[src/rtl/nav_pkg.sv]
// -----------------------------------------------------------------------------
// nav_pkg
// Shared types and helpers for the navigation sensor front end.
//   ir_chan_t      : ADC mux select for the three IR range sensors
//   sched_state_t  : IR ADC scheduler FSM states
//   IR_W           : width of one IR reading / ADC word
//   next_chan()    : round-robin successor within a frame (RIGHT->FORWARD->LEFT)
//   fwd_flag_next(): hysteretic forward-wall decision
// -----------------------------------------------------------------------------
package nav_pkg;

    localparam int IR_W = 16;

    typedef enum logic [1:0] {
        IR_RIGHT   = 2'd0,
        IR_FORWARD = 2'd1,
        IR_LEFT    = 2'd2
    } ir_chan_t;

    typedef enum logic [2:0] {
        IDLE      = 3'd0,
        WAIT_TICK = 3'd1,
        START     = 3'd2,
        WAIT_EOC  = 3'd3,
        PUBLISH   = 3'd4
    } sched_state_t;

    // LEFT is the last channel of a frame; callers handle the wrap themselves.
    function automatic ir_chan_t next_chan(input ir_chan_t chan);
        ir_chan_t nxt;
        case (chan)
            IR_RIGHT:   nxt = IR_FORWARD;
            IR_FORWARD: nxt = IR_LEFT;
            default:    nxt = IR_RIGHT;
        endcase
        return nxt;
    endfunction

    // Strictly above hi sets, strictly below lo clears, the band in between holds.
    function automatic logic fwd_flag_next(input logic [IR_W-1:0] avg,
                                           input logic [IR_W-1:0] hi,
                                           input logic [IR_W-1:0] lo,
                                           input logic            cur);
        logic flag;
        if (avg > hi) begin
            flag = 1'b1;
        end else if (avg < lo) begin
            flag = 1'b0;
        end else begin
            flag = cur;
        end
        return flag;
    endfunction

endpackage

[src/rtl/frame_tick_gen.sv]
// -----------------------------------------------------------------------------
// frame_tick_gen
// Fixed-rate tick generator: while en_in is high a free-running counter emits a
// one-cycle tick_out every FRAME_CYCLES clocks. While en_in is low the counter
// is held at 0, so the first tick comes FRAME_CYCLES cycles after enabling.
// Ports:
//   clk_in   in  1  clock
//   reset_in in  1  asynchronous, active-high reset
//   en_in    in  1  run enable
//   tick_out out 1  registered one-cycle tick
// -----------------------------------------------------------------------------
module frame_tick_gen #(
    parameter int FRAME_CYCLES = 100_000
) (
    input  logic clk_in,
    input  logic reset_in,
    input  logic en_in,
    output logic tick_out
);

    localparam int               CNT_W = (FRAME_CYCLES > 2) ? $clog2(FRAME_CYCLES) : 1;
    localparam logic [CNT_W-1:0] LAST  = CNT_W'(FRAME_CYCLES - 1);

    logic [CNT_W-1:0] r_cnt;
    logic             r_tick;

    // Frame counter and registered tick.
    always_ff @(posedge clk_in or posedge reset_in) begin
        if (reset_in) begin
            r_cnt  <= '0;
            r_tick <= 1'b0;
        end else if (!en_in) begin
            r_cnt  <= '0;
            r_tick <= 1'b0;
        end else if (r_cnt == LAST) begin
            r_cnt  <= '0;
            r_tick <= 1'b1;
        end else begin
            r_cnt  <= r_cnt + CNT_W'(1);
            r_tick <= 1'b0;
        end
    end

    assign tick_out = r_tick;

endmodule

[src/rtl/ir_adc_scheduler.sv]
// -----------------------------------------------------------------------------
// ir_adc_scheduler
// Time-shares one ADC between the right, forward and left IR range sensors.
// Each frame (started by frame_tick_gen) converts every channel 2^AVG_LOG2
// times, publishes the truncated average, and derives a hysteretic
// forward-wall flag from the forward average.
// Ports:
//   clk_in, reset_in        clock, asynchronous active-high reset
//   enable_in               run frames while high; low aborts to IDLE
//   err_clear_in            clears sticky error flags (a same-cycle error wins)
//   adc_busy_in             ADC busy, start is stalled while high
//   adc_start_out           one-cycle conversion start pulse
//   adc_channel_out[1:0]    mux select, stable through a conversion
//   adc_eoc_in              end of conversion, adc_data_in valid
//   adc_data_in[15:0]       unsigned left-justified result
//   right/forward/left_ir_out[15:0]  averaged readings
//   forward_wall_out        hysteretic forward-obstacle flag
//   frame_valid_out         pulse the cycle after left_ir_out updates
//   timeout_err_out         sticky conversion timeout
//   overrun_err_out         sticky frame tick while a frame was running
// -----------------------------------------------------------------------------
module ir_adc_scheduler
    import nav_pkg::*;
#(
    parameter int          FRAME_CYCLES   = 100_000,
    parameter int          AVG_LOG2       = 2,
    parameter int          TIMEOUT_CYCLES = 1_000,
    parameter logic [15:0] FWD_HI         = 16'h6000,
    parameter logic [15:0] FWD_LO         = 16'h5000
) (
    input  logic        clk_in,
    input  logic        reset_in,
    input  logic        enable_in,
    input  logic        err_clear_in,
    input  logic        adc_busy_in,
    output logic        adc_start_out,
    output logic [1:0]  adc_channel_out,
    input  logic        adc_eoc_in,
    input  logic [15:0] adc_data_in,
    output logic [15:0] right_ir_out,
    output logic [15:0] forward_ir_out,
    output logic [15:0] left_ir_out,
    output logic        forward_wall_out,
    output logic        frame_valid_out,
    output logic        timeout_err_out,
    output logic        overrun_err_out
);

    localparam int               ACC_W    = IR_W + AVG_LOG2;
    localparam int               SMP_W    = AVG_LOG2 + 1;
    localparam logic [SMP_W-1:0] SMP_LAST = SMP_W'((1 << AVG_LOG2) - 1);
    localparam int               TO_W     = $clog2(TIMEOUT_CYCLES + 1);
    localparam logic [TO_W-1:0]  TO_LIMIT = TO_W'(TIMEOUT_CYCLES);

    sched_state_t      r_state;
    ir_chan_t          r_chan;
    logic [ACC_W-1:0]  r_acc;
    logic [SMP_W-1:0]  r_smp_cnt;
    logic [TO_W-1:0]   r_to_cnt;
    logic              r_start;
    logic [IR_W-1:0]   r_right;
    logic [IR_W-1:0]   r_fwd;
    logic [IR_W-1:0]   r_left;
    logic              r_wall;
    logic              r_frame_done;
    logic              r_frame_valid;
    logic              r_timeout_err;
    logic              r_overrun_err;

    sched_state_t      w_state_nxt;
    ir_chan_t          w_chan_nxt;
    logic [ACC_W-1:0]  w_acc_nxt;
    logic [SMP_W-1:0]  w_smp_nxt;
    logic [TO_W-1:0]   w_to_nxt;
    logic              w_start_nxt;
    logic              w_publish;
    logic              w_frame_done;
    logic              w_timeout;
    logic              w_overrun;
    logic              w_tick;
    logic [IR_W-1:0]   w_avg;

    frame_tick_gen #(
        .FRAME_CYCLES (FRAME_CYCLES)
    ) u_tick (
        .clk_in   (clk_in),
        .reset_in (reset_in),
        .en_in    (enable_in),
        .tick_out (w_tick)
    );

    // Truncating average of the completed accumulation.
    assign w_avg = IR_W'(r_acc >> AVG_LOG2);

    // A tick that the FSM cannot accept is dropped and flagged.
    assign w_overrun = w_tick & enable_in & (r_state != WAIT_TICK);

    // FSM state register.
    always_ff @(posedge clk_in or posedge reset_in) begin
        if (reset_in) begin
            r_state <= IDLE;
        end else begin
            r_state <= w_state_nxt;
        end
    end

    // Next-state and datapath control; enable_in low overrides every state.
    always_comb begin
        w_state_nxt  = r_state;
        w_chan_nxt   = r_chan;
        w_acc_nxt    = r_acc;
        w_smp_nxt    = r_smp_cnt;
        w_to_nxt     = r_to_cnt;
        w_start_nxt  = 1'b0;
        w_publish    = 1'b0;
        w_frame_done = 1'b0;
        w_timeout    = 1'b0;
        if (!enable_in) begin
            w_state_nxt = IDLE;
            w_acc_nxt   = '0;
            w_smp_nxt   = '0;
            w_to_nxt    = '0;
        end else begin
            case (r_state)
                IDLE: begin
                    w_state_nxt = WAIT_TICK;
                end
                WAIT_TICK: begin
                    if (w_tick) begin
                        w_state_nxt = START;
                        w_chan_nxt  = IR_RIGHT;
                    end else begin
                        w_state_nxt = WAIT_TICK;
                    end
                end
                START: begin
                    if (!adc_busy_in) begin
                        w_start_nxt = 1'b1;
                        w_to_nxt    = '0;
                        w_state_nxt = WAIT_EOC;
                    end else begin
                        w_state_nxt = START;
                    end
                end
                WAIT_EOC: begin
                    if (adc_eoc_in) begin
                        w_acc_nxt = r_acc + ACC_W'(adc_data_in);
                        w_smp_nxt = r_smp_cnt + SMP_W'(1);
                        if (r_smp_cnt == SMP_LAST) begin
                            w_state_nxt = PUBLISH;
                        end else begin
                            w_state_nxt = START;
                        end
                    end else if (r_to_cnt == TO_LIMIT) begin
                        // Give up on this channel: its partial sum is dropped
                        // and its output keeps the previous frame's value.
                        w_timeout = 1'b1;
                        w_acc_nxt = '0;
                        w_smp_nxt = '0;
                        if (r_chan == IR_LEFT) begin
                            w_frame_done = 1'b1;
                            w_state_nxt  = WAIT_TICK;
                        end else begin
                            w_chan_nxt  = next_chan(r_chan);
                            w_state_nxt = START;
                        end
                    end else begin
                        w_to_nxt = r_to_cnt + TO_W'(1);
                    end
                end
                PUBLISH: begin
                    w_publish = 1'b1;
                    w_acc_nxt = '0;
                    w_smp_nxt = '0;
                    if (r_chan == IR_LEFT) begin
                        w_frame_done = 1'b1;
                        w_state_nxt  = WAIT_TICK;
                    end else begin
                        w_chan_nxt  = next_chan(r_chan);
                        w_state_nxt = START;
                    end
                end
                default: begin
                    w_state_nxt = IDLE;
                end
            endcase
        end
    end

    // Datapath registers, published readings and forward-wall flag.
    always_ff @(posedge clk_in or posedge reset_in) begin
        if (reset_in) begin
            r_chan        <= IR_RIGHT;
            r_acc         <= '0;
            r_smp_cnt     <= '0;
            r_to_cnt      <= '0;
            r_start       <= 1'b0;
            r_right       <= '0;
            r_fwd         <= '0;
            r_left        <= '0;
            r_wall        <= 1'b0;
            r_frame_done  <= 1'b0;
            r_frame_valid <= 1'b0;
        end else begin
            r_chan        <= w_chan_nxt;
            r_acc         <= w_acc_nxt;
            r_smp_cnt     <= w_smp_nxt;
            r_to_cnt      <= w_to_nxt;
            r_start       <= w_start_nxt;
            // Extra stage so frame_valid lands the cycle after left_ir updates.
            r_frame_done  <= w_frame_done;
            r_frame_valid <= r_frame_done;
            if (w_publish) begin
                case (r_chan)
                    IR_RIGHT: begin
                        r_right <= w_avg;
                    end
                    IR_FORWARD: begin
                        r_fwd  <= w_avg;
                        r_wall <= fwd_flag_next(w_avg, FWD_HI, FWD_LO, r_wall);
                    end
                    IR_LEFT: begin
                        r_left <= w_avg;
                    end
                    default: begin
                        r_right <= r_right;
                    end
                endcase
            end
        end
    end

    // Sticky error flags; a new error in the clearing cycle keeps the flag set.
    always_ff @(posedge clk_in or posedge reset_in) begin
        if (reset_in) begin
            r_timeout_err <= 1'b0;
            r_overrun_err <= 1'b0;
        end else begin
            r_timeout_err <= w_timeout | (r_timeout_err & ~err_clear_in);
            r_overrun_err <= w_overrun | (r_overrun_err & ~err_clear_in);
        end
    end

    assign adc_start_out    = r_start;
    assign adc_channel_out  = r_chan;
    assign right_ir_out     = r_right;
    assign forward_ir_out   = r_fwd;
    assign left_ir_out      = r_left;
    assign forward_wall_out = r_wall;
    assign frame_valid_out  = r_frame_valid;
    assign timeout_err_out  = r_timeout_err;
    assign overrun_err_out  = r_overrun_err;

endmodule
[config.mk]
export PLATFORM = sky130hd
export DESIGN_NAME = ir_adc_scheduler
export DESIGN_NICKNAME = d
export VERILOG_FILES = /design/src/rtl/nav_pkg.sv /design/src/rtl/frame_tick_gen.sv /design/src/rtl/ir_adc_scheduler.sv
export SDC_FILE = /design/constraint.sdc
export NUM_CORES = 1
export LEC_CHECK = 0
export CAP_MARGIN = 20
export CORE_MARGIN = 4
export CORE_UTILIZATION = 55
export DETAILED_ROUTE_END_ITERATION = 12
export PLACE_DENSITY = 0.82
export REMOVE_ABC_BUFFERS = 1
export SETUP_SLACK_MARGIN = 0.1
export SYNTH_ARGS = -nofsm -noshare
export SYNTH_HDL_FRONTEND = slang
export SYNTH_SLANG_ARGS = --single-unit
[constraint.sdc]
create_clock -name clk_in -period 4 [get_ports clk_in]
set_input_delay 0.6 -clock clk_in [delete_from_list [all_inputs] [get_ports clk_in]]
set_output_delay 0.6 -clock clk_in [all_outputs]
set_load 0.01 [all_outputs]
# Word-level counts from Yosys, hierarchy flattened
# Cells that the tools add are included.
[op_classes]
add_sub_neg = 4
order_cmp = 2
n_eq_ne = 19
n_mux = 47
bitwise = 7
n_reduce_logical = 11
[op_table]
columns = ["op", "count"]
rows = [
  ["18-bit two-way mux", 3],
  ["10-bit two-way mux", 4],
  ["18-bit one-hot mux with 2 select lines", 1],
  ["17-bit two-way mux", 2],
  ["3-bit two-way mux", 7],
  ["10-bit one-hot mux with 2 select lines", 1],
  ["18-bit by 16-bit adder with 18-bit output", 1],
  ["1-bit two-way mux", 18],
  ["17-bit by 1-bit adder with 17-bit output, second input constant", 1],
  ["17-bit equality test, second input constant", 1],
  ["16-bit by 15-bit greater-than comparator with 1-bit output, second input constant", 1],
  ["16-bit by 15-bit < comparator with 1-bit output, second input constant", 1],
  ["3-bit one-hot mux with 5 select lines", 1],
  ["2-bit two-way mux", 6],
  ["10-bit by 1-bit adder with 10-bit output, second input constant", 1],
  ["10-bit equality test, second input constant", 1],
  ["3-bit by 2-bit equality test with 1-bit output, second input constant", 3],
  ["3-bit by 1-bit inequality test with 1-bit output, second input constant", 3],
  ["3-bit inequality test, second input constant", 3],
  ["2-bit AND reduction", 4],
  ["2-bit one-hot mux with 3 select lines", 1],
  ["3-bit one-hot mux with 2 select lines", 1],
  ["5-bit AND reduction", 1],
  ["1-bit bitwise AND", 4],
  ["18 further kinds", 20],
]
[word_totals]
ff_bits = 108
input_bits = 22
out_inout_bits = 55
elab_cells = 106

# Logic depth before layout (Yosys ltp)
[logic_depth]
ltp_word = 6
mapped_depth = 9
depth_no_buf = 9

# Modules after synthesis
# Synthesis repeated with hierarchy kept, for this count alone.
[hier_totals]
cells_unflattened = 525
hier_area_um2 = 5516.5
[by_module_without_submodules]
columns = ["mod", "n_inst", "cells_per_inst", "area_each_um2", "seq_area_each_um2"]
rows = [
  ["ir_adc_scheduler", 1, 437, 4605.7, 2252.2],
  ["frame_tick_gen", 1, 88, 910.9, 450.4],
]

# Worst setup path after synthesis
# OpenSTA, ideal clock, no wires.
[synth_timing]
path_type = "input -> register"
startpoint = "in adc_data_in[1]"
endpoint = "reg r_acc[15]"
setup_time_ns = 0.122
arrival_ns = 2.311
required_ns = 3.878
setup_slack_ns = 1.568
path_stages = 7
path_buffers = 0
cell_sequence = "ha_1 a211oi_1 o211ai_1 a221oi_2 a31oi_1 or3_1 a32o_1"
[synth_between]
elab_chain_cells = 4
[synth_rtl]
columns = ["item", "line", "text"]
rows = [
  ["start, declared", "ir_adc_scheduler.sv:39", "input logic [15:0] adc_data_in,"],
  ["18-bit by 16-bit adder with 18-bit output", "ir_adc_scheduler.sv:147", "w_acc_nxt = r_acc + ACC_W'(adc_data_in);"],
  ["18-bit two-way mux", "ir_adc_scheduler.sv:146", "if (adc_eoc_in) begin"],
  ["18-bit one-hot mux with 2 select lines", "ir_adc_scheduler.sv:124", "case (r_state)"],
  ["18-bit two-way mux", "ir_adc_scheduler.sv:118", "if (!enable_in) begin"],
  ["end signal, assigned", "ir_adc_scheduler.sv:206", "r_acc <= w_acc_nxt;"],
  ["end, declared", "ir_adc_scheduler.sv:57", "logic [ACC_W-1:0] r_acc;"],
]
# Every way passes these cells.
# A chain may end at the register's enable or synchronous reset.

# Worst setup path after layout
# Ends and elaborated chain as after synthesis.

==> flow_summary.ini <==
[status]
status = finished, final reports clean

[synthesis]
synthSimpleGateAreaFrac = 0.148
yosys_warnings = 0
syn_avg_cell_area_um2 = 10.5
synth_compound_area_frac = 0.112
ys.flop_type = dfrtp_1
synth_most_common_cell = dfrtp_1
synth_top_family_by_area = simple AND/OR/NAND/NOR gates
synth.top_cell.area_share = 0.500
synthAdderAreaFrac = 0.0523
synthCells = 515
yosys.area.top_type = dfrtp_1
synth.top_cells.by_count = dfrtp_1, nand2_1, nor2_1, mux2_2, o21ai_0
synth.area.top_cells = dfrtp_1, mux2_2, ha_1
ys_seq_area_frac = 0.500
muxShareOfSynthArea = 0.0997
synth_cell_type_count = 54
synthesis.area_um2 = 5410
ys_seq_elements = 108
synth_edf_count = 0
async_flop_share = 1.00
synth-xor-area-share = 0.0518

[timing]
skew_ps = 15.7
relSlewSlack = 0.372
finalCritPeriodShare = 0.707
tightest_slew_ps = 941
rsz0062_at_grt = false
finalCriticalPeriod_ps = 2830
setup_violations = 0
timing.fmax_ghz = 0.354
hold_viol_final = 0
tns_ps = 0
final_max_slew_viol_count = 0

[floorplanning]
die_h_um = 107
io_pins = 77
die_area_um2 = 11500
initial_core_util = 0.574
die_w_um = 107
rows = 35
coreArea_um2 = 9420

[cells_and_area]
diodes = 0
multi_input_area_um2 = 2510
fillers = 720
area_growth_pct = 18.9
drive_above_1_share = 0.120
regArea_um2 = 2700
finalNetCount = 630
post-route-util = 0.683

[grt]
overflow = 0
antenna_found_initial = 0
met2_usage = 0.344
grt_pass1_wl_um = 19600
grt_max_degree = 75
grt.met3_usage = 0.0446
grt_busiest_layer = met2
grt_pass1_vias = 4182
use_met1 = 0.283
grt_use_total = 0.211

[clock_tree]
cts_tree = yes
hold_buffers = 0
cts_setup_buffers = 0
insertion_delay_ps = 380
clk_pin_slew_ps = 110
ctsHtreeMaxLevel = 3
cts_root_buf = clkbuf_8
numClockSinks = 108
cts_resized = 0
clk_path_buf_depth = 2
tritoncts.num_buffers = 9

[setup_path]
cp.depth = 8
end_kind = flip-flop
cp_data_arrival_time_ps = 3100
setup.worst_path.class = in2reg
cp.required_ps = 4270
cpPeakStageDelay_ps = 460
worstPathCellList = clkdlybuf4s50_1 -> ha_1 -> a211oi_1 -> o211ai_1 -> a221oi_2 -> a31oi_1 -> or3_1 -> a32o_1
setup.worst_path.start = adc_data_in[1]
endpoint = r_acc[15]
r2r_setup_slack_ps = 1440
critPathSlowestCell = a221oi_2
path_buf_inv = 1
path_delay_family = compound AO/OA/AOI/OAI gates
reg2reg_from = r_acc[6]
r2r-end = r_acc[15]
cp-start-kind = input port
crit_fanout = 5
rr_worst_depth = 7

[pwr]
p_leak_uw = 0.00296
ir_drop_v = 0.000166
p_per_area_nw_per_um2 = 288

[drt]
num_vias = 4120
routed_wl_um = 11600
drt-initial-drc-count = 209
first_pass_iters = 5
drc = 0
drtAntennaViolNets = 0
wl_per_cell_um = 16.1
vias_per_cell = 5.72

[run]
maxCapViolations = 0

[placement]
hpwl_um = 8240
portBuffers = 76
gp_congestion = 0.887

[worst_hold_path]
hp-class = reg2reg
cell usage in the layout, fill, tap and decap left out, types with 9 or more instances in the layout:
cell and n:
xor2_1 23, dfrtp_1 108, xnor2_1 9, nand3_1 18
nor2_1 43, and3_1 9, ha_1 21, nand4_1 10
mux2_2 39, inv_1 23, o21ai_0 33, clkdlybuf4s50_1 76
a21oi_1 24, clkbuf_8 9, nand2_1 48
sequential cells by signal, indices dropped and copies added (netlist names), 2 cells and up:
| signal | count |
|---|---|
| u_tick.r_cnt | 17 |
| r_to_cnt | 10 |
| left_ir_out | 16 |
| right_ir_out | 16 |
| forward_ir_out | 16 |
| r_state | 3 |
| r_smp_cnt | 3 |
| r_acc | 18 |
| adc_channel_out | 2 |
final cells by class:
type	instances	area share
Timing Repair Buffer	79	0.122
Tap cell	129	0.0251
Clock buffer	10	0.0198
Multi-Input combinational cell	363	0.390
Sequential cell	108	0.420
Inverter	25	0.0150
Clock inverter	6	0.00759
cells by family (layout without fill, tap and decap cells):
logic type	Yosys count	count (layout)
adder cells (fa/ha/maj)	22	22
flip-flops	108	108
AO/OA/AOI/OAI	98	98
buffers and inverters	44	120
XOR/XNOR	32	32
multiplexers	46	46
AND/OR/NAND/NOR	165	165
per-stage QoR:
stage	instance area (um2)	instances	hold slack (ps)	total power, uW	setup slack (ps)
2_1_floorplan	5310	496	331	1200	554
3_3_place_gp	6250	704	334	1250	918
3_5_place_dp	6250	704	339	1260	822
4_1_cts	6430	720	364	1870	1210
5_1_grt	6430	720	366	1920	992
6_report	6430	720	363	1850	1170
worst min-delay path by stage:
stage / from / to / slack [ps] / cells past startpoint
after CTS: r_frame_done / frame_valid_out / 360 / 0
after detailed placement: r_frame_done / frame_valid_out / 340 / 0
after global placement: r_frame_done / frame_valid_out / 330 / 0
after floorplan: r_frame_done / frame_valid_out / 330 / 0
final: r_frame_done / frame_valid_out / 360 / 0
after global routing: r_frame_done / frame_valid_out / 370 / 0
where the power goes:
| group | internal, uW | leakage, uW | switching (uW) |
|---|---|---|---|
| clock | 233 | 0.0000908 | 384 |
| combinational | 50.3 | 0.00137 | 76.8 |
| sequential | 1100 | 0.00150 | 9.03 |
| total | 1380 | 0.00296 | 470 |
metal layers:
layer,wire length (um),share of wire,up-vias
li1,-,-,1950
met1,5050,0.44,2013
met2,5610,0.48,139
met3,715,0.062,18
met4,206,0.018,0
met5,0,0,-
No activity file was read; power rests on OpenSTA's default activity.
